**config.mk**
```make
export PLATFORM = sky130hd
export DESIGN_NAME = bcd_to_bin16_seq
export DESIGN_NICKNAME = d
export VERILOG_FILES = /design/src/rtl/cpu16_pkg.sv /design/src/rtl/bcd_digit_adj.sv /design/src/rtl/bcd_to_bin16_seq.sv
export SDC_FILE = /design/constraint.sdc
export NUM_CORES = 1
export LEC_CHECK = 0
export ABC_AREA = 1
export CORE_MARGIN = 4
export CORE_UTILIZATION = 50
export CTS_BUF_LIST = sky130_fd_sc_hd__clkbuf_16
export CTS_CLUSTER_DIAMETER = 80
export DETAILED_ROUTE_END_ITERATION = 8
export PLACE_DENSITY = 0.84
export RECOVER_POWER = 25
export SLEW_MARGIN = 10
export SYNTH_ARGS = -nofsm -noshare
export SYNTH_HDL_FRONTEND = slang
export SYNTH_HIERARCHICAL = 1
export SYNTH_SLANG_ARGS = --single-unit
export TNS_END_PERCENT = 5
```
**constraint.sdc**
```tcl
create_clock -name clk -period 1.33 [get_ports clk]
set_input_delay 0.266 -clock clk [delete_from_list [all_inputs] [get_ports clk]]
set_output_delay 0.266 -clock clk [all_outputs]
set_load 0.005 [all_outputs]
```
**src/rtl/cpu16_pkg.sv**
```systemverilog
// Shared constants, state encoding and digit helper for the cpu16 BCD input path.
package cpu16_pkg;

  localparam int unsigned DATA_WIDTH = 16;
  localparam int unsigned BCD_DIGITS = 5;
  localparam int unsigned ITER       = DATA_WIDTH + 1;
  localparam int unsigned BCD_W      = 4 * BCD_DIGITS;
  localparam int unsigned CNT_W      = 5;

  localparam logic [ITER-1:0] MAX_POS     = ITER'(32767);
  localparam logic [ITER-1:0] MAX_NEG_MAG = ITER'(32768);

  typedef enum logic [1:0] {
    IDLE   = 2'd0,
    CONV   = 2'd1,
    FINISH = 2'd2
  } state_t;

  function automatic logic digit_bad(input logic [3:0] d);
    return d > 4'd9;
  endfunction

endpackage

```
**src/rtl/bcd_digit_adj.sv**
```systemverilog
// One reverse double-dabble correction cell: digits at or above 8 lose 3 after the right shift.
module bcd_digit_adj (
  input  logic [3:0] din,
  output logic [3:0] dout
);

  assign dout = (din >= 4'd8) ? din - 4'd3 : din;

endmodule

```
**src/rtl/bcd_to_bin16_seq.sv**
```systemverilog
// Sequential sign + 5-digit BCD to 16-bit two's-complement converter, one shift per clock.
// Optional macro SATURATE_EN: out-of-range magnitudes clamp to 16'h7FFF / 16'h8000 instead of zero.
module bcd_to_bin16_seq
  import cpu16_pkg::*;
(
  input  logic                  clk,
  input  logic                  reset,
  input  logic                  start,
  input  logic                  negative,
  input  logic [3:0]            bcd_digit0,
  input  logic [3:0]            bcd_digit1,
  input  logic [3:0]            bcd_digit2,
  input  logic [3:0]            bcd_digit3,
  input  logic [3:0]            bcd_digit4,
  output logic                  busy,
  output logic                  done,
  output logic [DATA_WIDTH-1:0] result,
  output logic                  err_range,
  output logic                  err_digit
);

  state_t               state;
  logic [CNT_W-1:0]     cnt;
  logic [BCD_W-1:0]     bcd_q;
  logic [ITER-1:0]      acc_q;
  logic                 neg_q;
  logic                 pend_q;

  logic [BCD_W-1:0]      in_bcd;
  logic                  in_digit_err;
  logic [BCD_W+ITER-1:0] shifted;
  logic [BCD_W-1:0]      bcd_sh;
  logic [BCD_W-1:0]      bcd_adj;
  logic [ITER-1:0]       acc_sh;
  logic                  range_bad;
  logic [DATA_WIDTH-1:0] signed_val;
  logic [DATA_WIDTH-1:0] range_val;

  assign in_bcd       = {bcd_digit4, bcd_digit3, bcd_digit2, bcd_digit1, bcd_digit0};
  assign in_digit_err = digit_bad(bcd_digit0) | digit_bad(bcd_digit1) | digit_bad(bcd_digit2)
                      | digit_bad(bcd_digit3) | digit_bad(bcd_digit4);

  // BCD LSB migrates into the binary accumulator MSB on every shift.
  assign shifted = {bcd_q, acc_q} >> 1;
  assign bcd_sh  = shifted[BCD_W+ITER-1:ITER];
  assign acc_sh  = shifted[ITER-1:0];

  for (genvar g = 0; g < BCD_DIGITS; g++) begin : g_adj
    bcd_digit_adj u_adj (
      .din  (bcd_sh[4*g +: 4]),
      .dout (bcd_adj[4*g +: 4])
    );
  end

  assign range_bad  = !pend_q && (neg_q ? (acc_q > MAX_NEG_MAG) : (acc_q > MAX_POS));
  assign signed_val = neg_q ? DATA_WIDTH'(ITER'(0) - acc_q) : DATA_WIDTH'(acc_q);

`ifdef SATURATE_EN
  assign range_val = neg_q ? {1'b1, {(DATA_WIDTH-1){1'b0}}} : {1'b0, {(DATA_WIDTH-1){1'b1}}};
`else
  assign range_val = '0;
`endif

  always_ff @(posedge clk) begin
    if (reset) begin
      state     <= IDLE;
      cnt       <= '0;
      bcd_q     <= '0;
      acc_q     <= '0;
      neg_q     <= 1'b0;
      pend_q    <= 1'b0;
      busy      <= 1'b0;
      done      <= 1'b0;
      result    <= '0;
      err_range <= 1'b0;
      err_digit <= 1'b0;
    end else begin
      case (state)
        IDLE: begin
          done <= 1'b0;
          if (start) begin
            bcd_q  <= in_bcd;
            acc_q  <= '0;
            neg_q  <= negative;
            pend_q <= in_digit_err;
            cnt    <= '0;
            busy   <= 1'b1;
            state  <= CONV;
          end
        end
        CONV: begin
          bcd_q <= bcd_adj;
          acc_q <= acc_sh;
          cnt   <= cnt + CNT_W'(1);
          if (cnt == CNT_W'(ITER - 1)) begin
            state <= FINISH;
          end
        end
        FINISH: begin
          err_digit <= pend_q;
          err_range <= range_bad;
          if (pend_q) begin
            result <= '0;
          end else if (range_bad) begin
            result <= range_val;
          end else begin
            result <= signed_val;
          end
          done  <= 1'b1;
          busy  <= 1'b0;
          state <= IDLE;
        end
        default: begin
          state <= IDLE;
          busy  <= 1'b0;
          done  <= 1'b0;
        end
      endcase
    end
  end

endmodule

```
Word level (Yosys, flattened, before mapping)
Cells that the tools add are included.
- register bits: 66
- bits of input ports: 24
- output and inout port bits: 20
- word-level logic and storage cells: 69
- add/sub/neg operators: 7
- magnitude comparators: 12
- equal/unequal tests: 5
- muxes and demuxes: 21
- bitwise gates (word level): 5
- reduce and logical (&&, ||, !) cells: 8
- operator list (operator ; number):
    16-bit 2-to-1 mux ; 3
    20-bit one-hot mux with 2 select lines ; 1
    17-bit one-hot mux with 2 select lines ; 1
    4-bit > comparator (second input constant) ; 5
    20-bit 2-to-1 mux ; 1
    4-bit 2-to-1 mux ; 5
    17-bit by 15-bit > comparator with 1-bit output (second input constant) ; 1
    17-bit by 16-bit > comparator with 1-bit output (second input constant) ; 1
    17-bit 2-to-1 mux ; 1
    4-bit greater-or-equal comparator (second input constant) ; 4
    1-bit by 16-bit subtractor with 16-bit output (first input constant) ; 1
    4-bit by 2-bit subtractor with 4-bit output (second input constant) ; 4
    5-bit one-hot mux with 2 select lines ; 1
    2-bit AND reduction ; 4
    5-bit by 1-bit adder with 5-bit output (second input constant) ; 1
    5-bit equality test (second input constant) ; 1
    5-bit 2-to-1 mux ; 1
    3-bit by 4-bit greater-or-equal comparator with 1-bit output (second input constant) ; 1
    2-bit 2-to-1 mux ; 2
    2-bit != test (second input constant) ; 2
    1-bit OR ; 4
    1-bit one-hot mux with 2 select lines ; 2
    2-bit one-hot mux with 2 select lines ; 1
    3-bit by 2-bit subtractor with 4-bit output (second input constant) ; 1
    8 further kinds ; 9

Depth between registers and ports, before layout
- word-level depth: 5
- gate-level depth with buffers: 11
- depth with buffers taken out: 11

Cells and area by module
Netlist, hierarchy kept.
- by module, submodules not included (module ; times used ; cells an instance ; area each (um^2) ; sequential area each (um^2)):
    bcd_to_bin16_seq ; 1 ; 437 ; 3119.2 ; 1321.3
    bcd_digit_adj ; 5 ; 16 ; 88.8 ; 0.0

Worst setup path before layout
Ideal clock, no wire load.
- path kind: reg2reg
- start point: register acc_q[1]
- end point: register result[8]
- arrival time: 1355 ps
- data required time: 1262 ps
- setup slack: -93 ps
- stages on the path, launching flop included: 11
- path buffers: 0
- clock period less this slack: 1423 ps
- path through: dfxtp_1 inv_1 ha_1 nand2_1 nor2_2 nand3_1 nand2_2 nand2_2 nand2_4 nand2_1 a21oi_2
- longest elaborated chain between the ends: 5
- elaborated cells on any way between the ends: 8
- classes of those cells: add/sub (1); order compare (2); mux (4); reduce/logical (1)
- ends and longest elaborated chain (item ; line ; RTL):
    start, declared ; bcd_to_bin16_seq.sv:25 ; logic [ITER-1:0] acc_q;
    start signal, assigned ; bcd_to_bin16_seq.sv:93 ; acc_q <= acc_sh;
    17-bit by 15-bit > comparator with 1-bit output or 17-bit by 16-bit > comparator with 1-bit output (tied branches) ; bcd_to_bin16_seq.sv:55 ; assign range_bad = !pend_q && (neg_q ? (acc_q > MAX_NEG_MAG) : (acc_q > MAX_POS));
    1-bit 2-to-1 mux ; bcd_to_bin16_seq.sv:55 ;
    1-bit logical AND ; bcd_to_bin16_seq.sv:55 ;
    16-bit 2-to-1 mux * ; bcd_to_bin16_seq.sv:104 ; end else if (range_bad) begin
    16-bit 2-to-1 mux * ; bcd_to_bin16_seq.sv:102 ; if (pend_q) begin
    end signal, assigned ; bcd_to_bin16_seq.sv:105 ; result <= range_val;
    end signal, assigned ; bcd_to_bin16_seq.sv:107 ; result <= signed_val;
    end, declared ; bcd_to_bin16_seq.sv:17 ; output logic [DATA_WIDTH-1:0] result,
Mark *: on every way between the ends. The rest lies on a longest branch, timed or not.
A chain may end at the register's enable or synchronous reset.

Final worst setup path
- start point: register acc_q[0]
- end point: register result[8]
Same word-level chain as after synthesis.

==> reports/metrics.cfg <==
[run_status]
violations=setup timing
status=finished with violations

[placement]
place_area_um2=4460
pre_cts_slack_ns=-0.293
place.gp.congestion=0.914
place.port_buffers=43
place_inst=689
dp_hpwl_um=6410

[routing]
first_pass_iters=5
avgRoutedWirePerCell_um=14.4
first_iter_violations=252
postRouteAntennaNets=0
wl_um=10300
viasPerCell=5.32
via_count=3791
drc=0

[die]
core_area_um2=6870
die_h_um=92.4
dieArea_um2=8540
num_rows=30
start_util_pct=51.9
die_w_um=92.4
ios=44

[setup_path]
worstPathRequired_ns=1.61
rr_startpoint=acc_q[0]
cp_max_fo=5
rr_worst_depth=10
path_class=flip-flop to flip-flop
timing.reg2reg.setup_slack_ns=-0.16
r2r-end=result[8]
crit_path_end_kind=flip-flop
cp.arrival_ns=1.76
startpoint_type=flip-flop

[global_routing]
track_usage_pct=22.5
antenna_found_initial=0
grt_pass1_wl_um=15600
overflow=0
grt_pass1_vias=3561
grt_max_degree=23

[timing]
rsz0062_at_grt=true
drv_slew=0
finClkSkew_ns=0.00669
hold_viol_final=0
setup_viol=18
fin_crit_ns=1.49
worst_slack_ns=-0.157
period_share_pct=112
max_freq_mhz=673
hold-worst-slack_ns=0.459

[cells_and_area]
final_cell_mix=149 x nand2_1, 51 x inv_1, 47 x dfxtp_1
layout.cells.non_filler=712
nets=649
finalInstanceArea_um2=5090
seqCellArea_um2=1370
fillCellCount=517
syn_to_final_growth_pct=42.7
layout_commonest_cell=nand2_1
antennaDiodeCount=0
multi_input_area_um2=2160
post-route-util_pct=74.0
final_layout_size_suffix_gt1_share_pct=24.7

[logic_synthesis]
synth_cell_types=34
avgSynthCellArea_um2=6.89
synth_warnings=6
postSynthCellCount=517
syn_area_um2=3560
ys_seq_area_share_pct=37.1
synth_seq_cells=66

[cts]
numClockSinks=66
cts_tree=built
cts-root-buf=clkbuf_16
ctsHoldBuffers=0
clkLatencyLatePin_ns=0.34
htree_levels=3
cts_buffers=9
path_clk_slew_ns=0.06
clockBufferDepth=2

[worst_hold_path]
hp-start=result[9]
hold_end=result[9]
hold_path.class=flip-flop to flip-flop
hold_depth=2

[power_and_ir_drop]
vdd_ir_drop_max_mv=0.770
p_leak_nw=2.15
powerDensity_nw_per_um2=1070

[job]
maxCapViolations=0

[through the flow]
step	TNS, ns	power [W]
final	-2.13	0.00545
after CTS	-1.29	0.00542
after detailed placement	-11.59	0.00288
after global placement	-9.39	0.00285
after floorplan	0	0.00261
after global routing	-4.32	0.00565
[layer usage]
metal  share of wire (%)  track usage (%)  vias up  wire length [um]
met4                 3.4             11.0        0               347
li1                    -                -     1875                 -
met3                 5.3             4.22       29               549
met2                  53             41.5      142              5430
met5                   0                0        -                 0
met1                  38             24.5     1745              3940
[cells by family (layout without fill, tap and decap cells)]
family | after synthesis | count (layout) | share of synthesized area, %
xor+xnor | 10 | 10 | 2.46
fa+ha+maj | 14 | 14 | 4.92
compound gates | 99 | 99 | 16.7
buf+inv | 81 | 174 | 9.16
flops | 66 | 66 | 37.1
simple gates | 246 | 247 | 29.5
other cells | 1 | 6 | 0.105
[flip-flops by register name (all words and copies together), names as in the netlist, 2 cells and up]
name	cells
result	16
acc_q	17
bcd_q	20
state	2
cnt	5
[worst max-delay path by stage]
stage	slack, ns	from	depth (start not counted)	to
final	-0.16	acc_q[0]	10	result[8]
after global routing	-0.26	acc_q[0]	10	result[14]
after CTS	-0.09	acc_q[1]	10	result[14]
after detailed placement	-0.29	start	8	bcd_q[8]
after global placement	-0.25	start	8	bcd_q[8]
after floorplan	0.008	acc_q[1]	10	result[8]
[synth_stat cells]
master / n / area, um^2
buf_4: 5 / 37.5
nand3_2: 2 / 20.0
nor2_8: 1 / 20.0
nand2_2: 2 / 12.5
nand3b_1: 2 / 15.0
buf_2: 3 / 15.0
inv_1: 56 / 210
o32ai_1: 1 / 8.76
o21bai_1: 1 / 7.51
nand3_1: 22 / 110
a21boi_1: 5 / 37.5
o21ai_2: 2 / 17.5
nand2_4: 1 / 11.3
a221oi_1: 1 / 8.76
xor2_1: 10 / 87.6
o21ai_0: 25 / 125
inv_2: 6 / 22.5
a31oi_1: 14 / 87.6
nor2_1: 39 / 146
nand2_1: 159 / 597
a22oi_1: 7 / 52.6
dfxtp_1: 66 / 1320
o22ai_1: 16 / 100
clkbuf_1: 11 / 41.3
a211oi_1: 1 / 7.51
nor2_4: 2 / 22.5
a21oi_2: 2 / 17.5
a21oi_1: 23 / 115
nand4_1: 10 / 62.6
conb_1: 1 / 3.75
nor3_1: 2 / 10.0
o2111a_1: 1 / 11.3
nor2_2: 4 / 25.0
ha_1: 14 / 175
[critical path, cell delays in order, from the launching register on]
cell,delay (ns)
dfxtp_4,0.37
inv_4,0.09
ha_4,0.15
nand2_4,0.07
nor2_4,0.12
nand3_2,0.10
nand2_4,0.14
nand2_4,0.09
nand2_4,0.11
nand2_1,0.07
a21oi_2,0.11
[area by class of cell]
| class | instances | area share, % |
|---|---|---|
| Clock inverter | 7 | 1.85 |
| Clock buffer | 9 | 4.43 |
| Tap cell | 96 | 2.36 |
| Sequential cell | 66 | 26.8 |
| Multi-Input combinational cell | 376 | 42.5 |
| Timing Repair Buffer | 95 | 17.1 |
| Timing Repair inverter | 1 | 0.148 |
| Inverter | 62 | 4.80 |
[repair_timing]
action	4_1_cts	5_1_grt
gates resized for setup	38	78
endpoints found under the setup margin	48	59
cloned	1	1
buffers inserted	1	4
pin swaps	10	20
[report_power, final]
| part | leakage, nW | switching (W) | internal [W] | total, W |
|---|---|---|---|---|
| clock network | 0.141 | 0.000917 | 0.00163 | 0.00255 |
| logic | 1.46 | 0.000424 | 0.000325 | 0.000749 |
| registers | 0.548 | 0.000101 | 0.00205 | 0.00215 |
| total | 2.15 | 0.00144 | 0.00401 | 0.00545 |
Note: power is estimated with default switching activity, not from simulation.
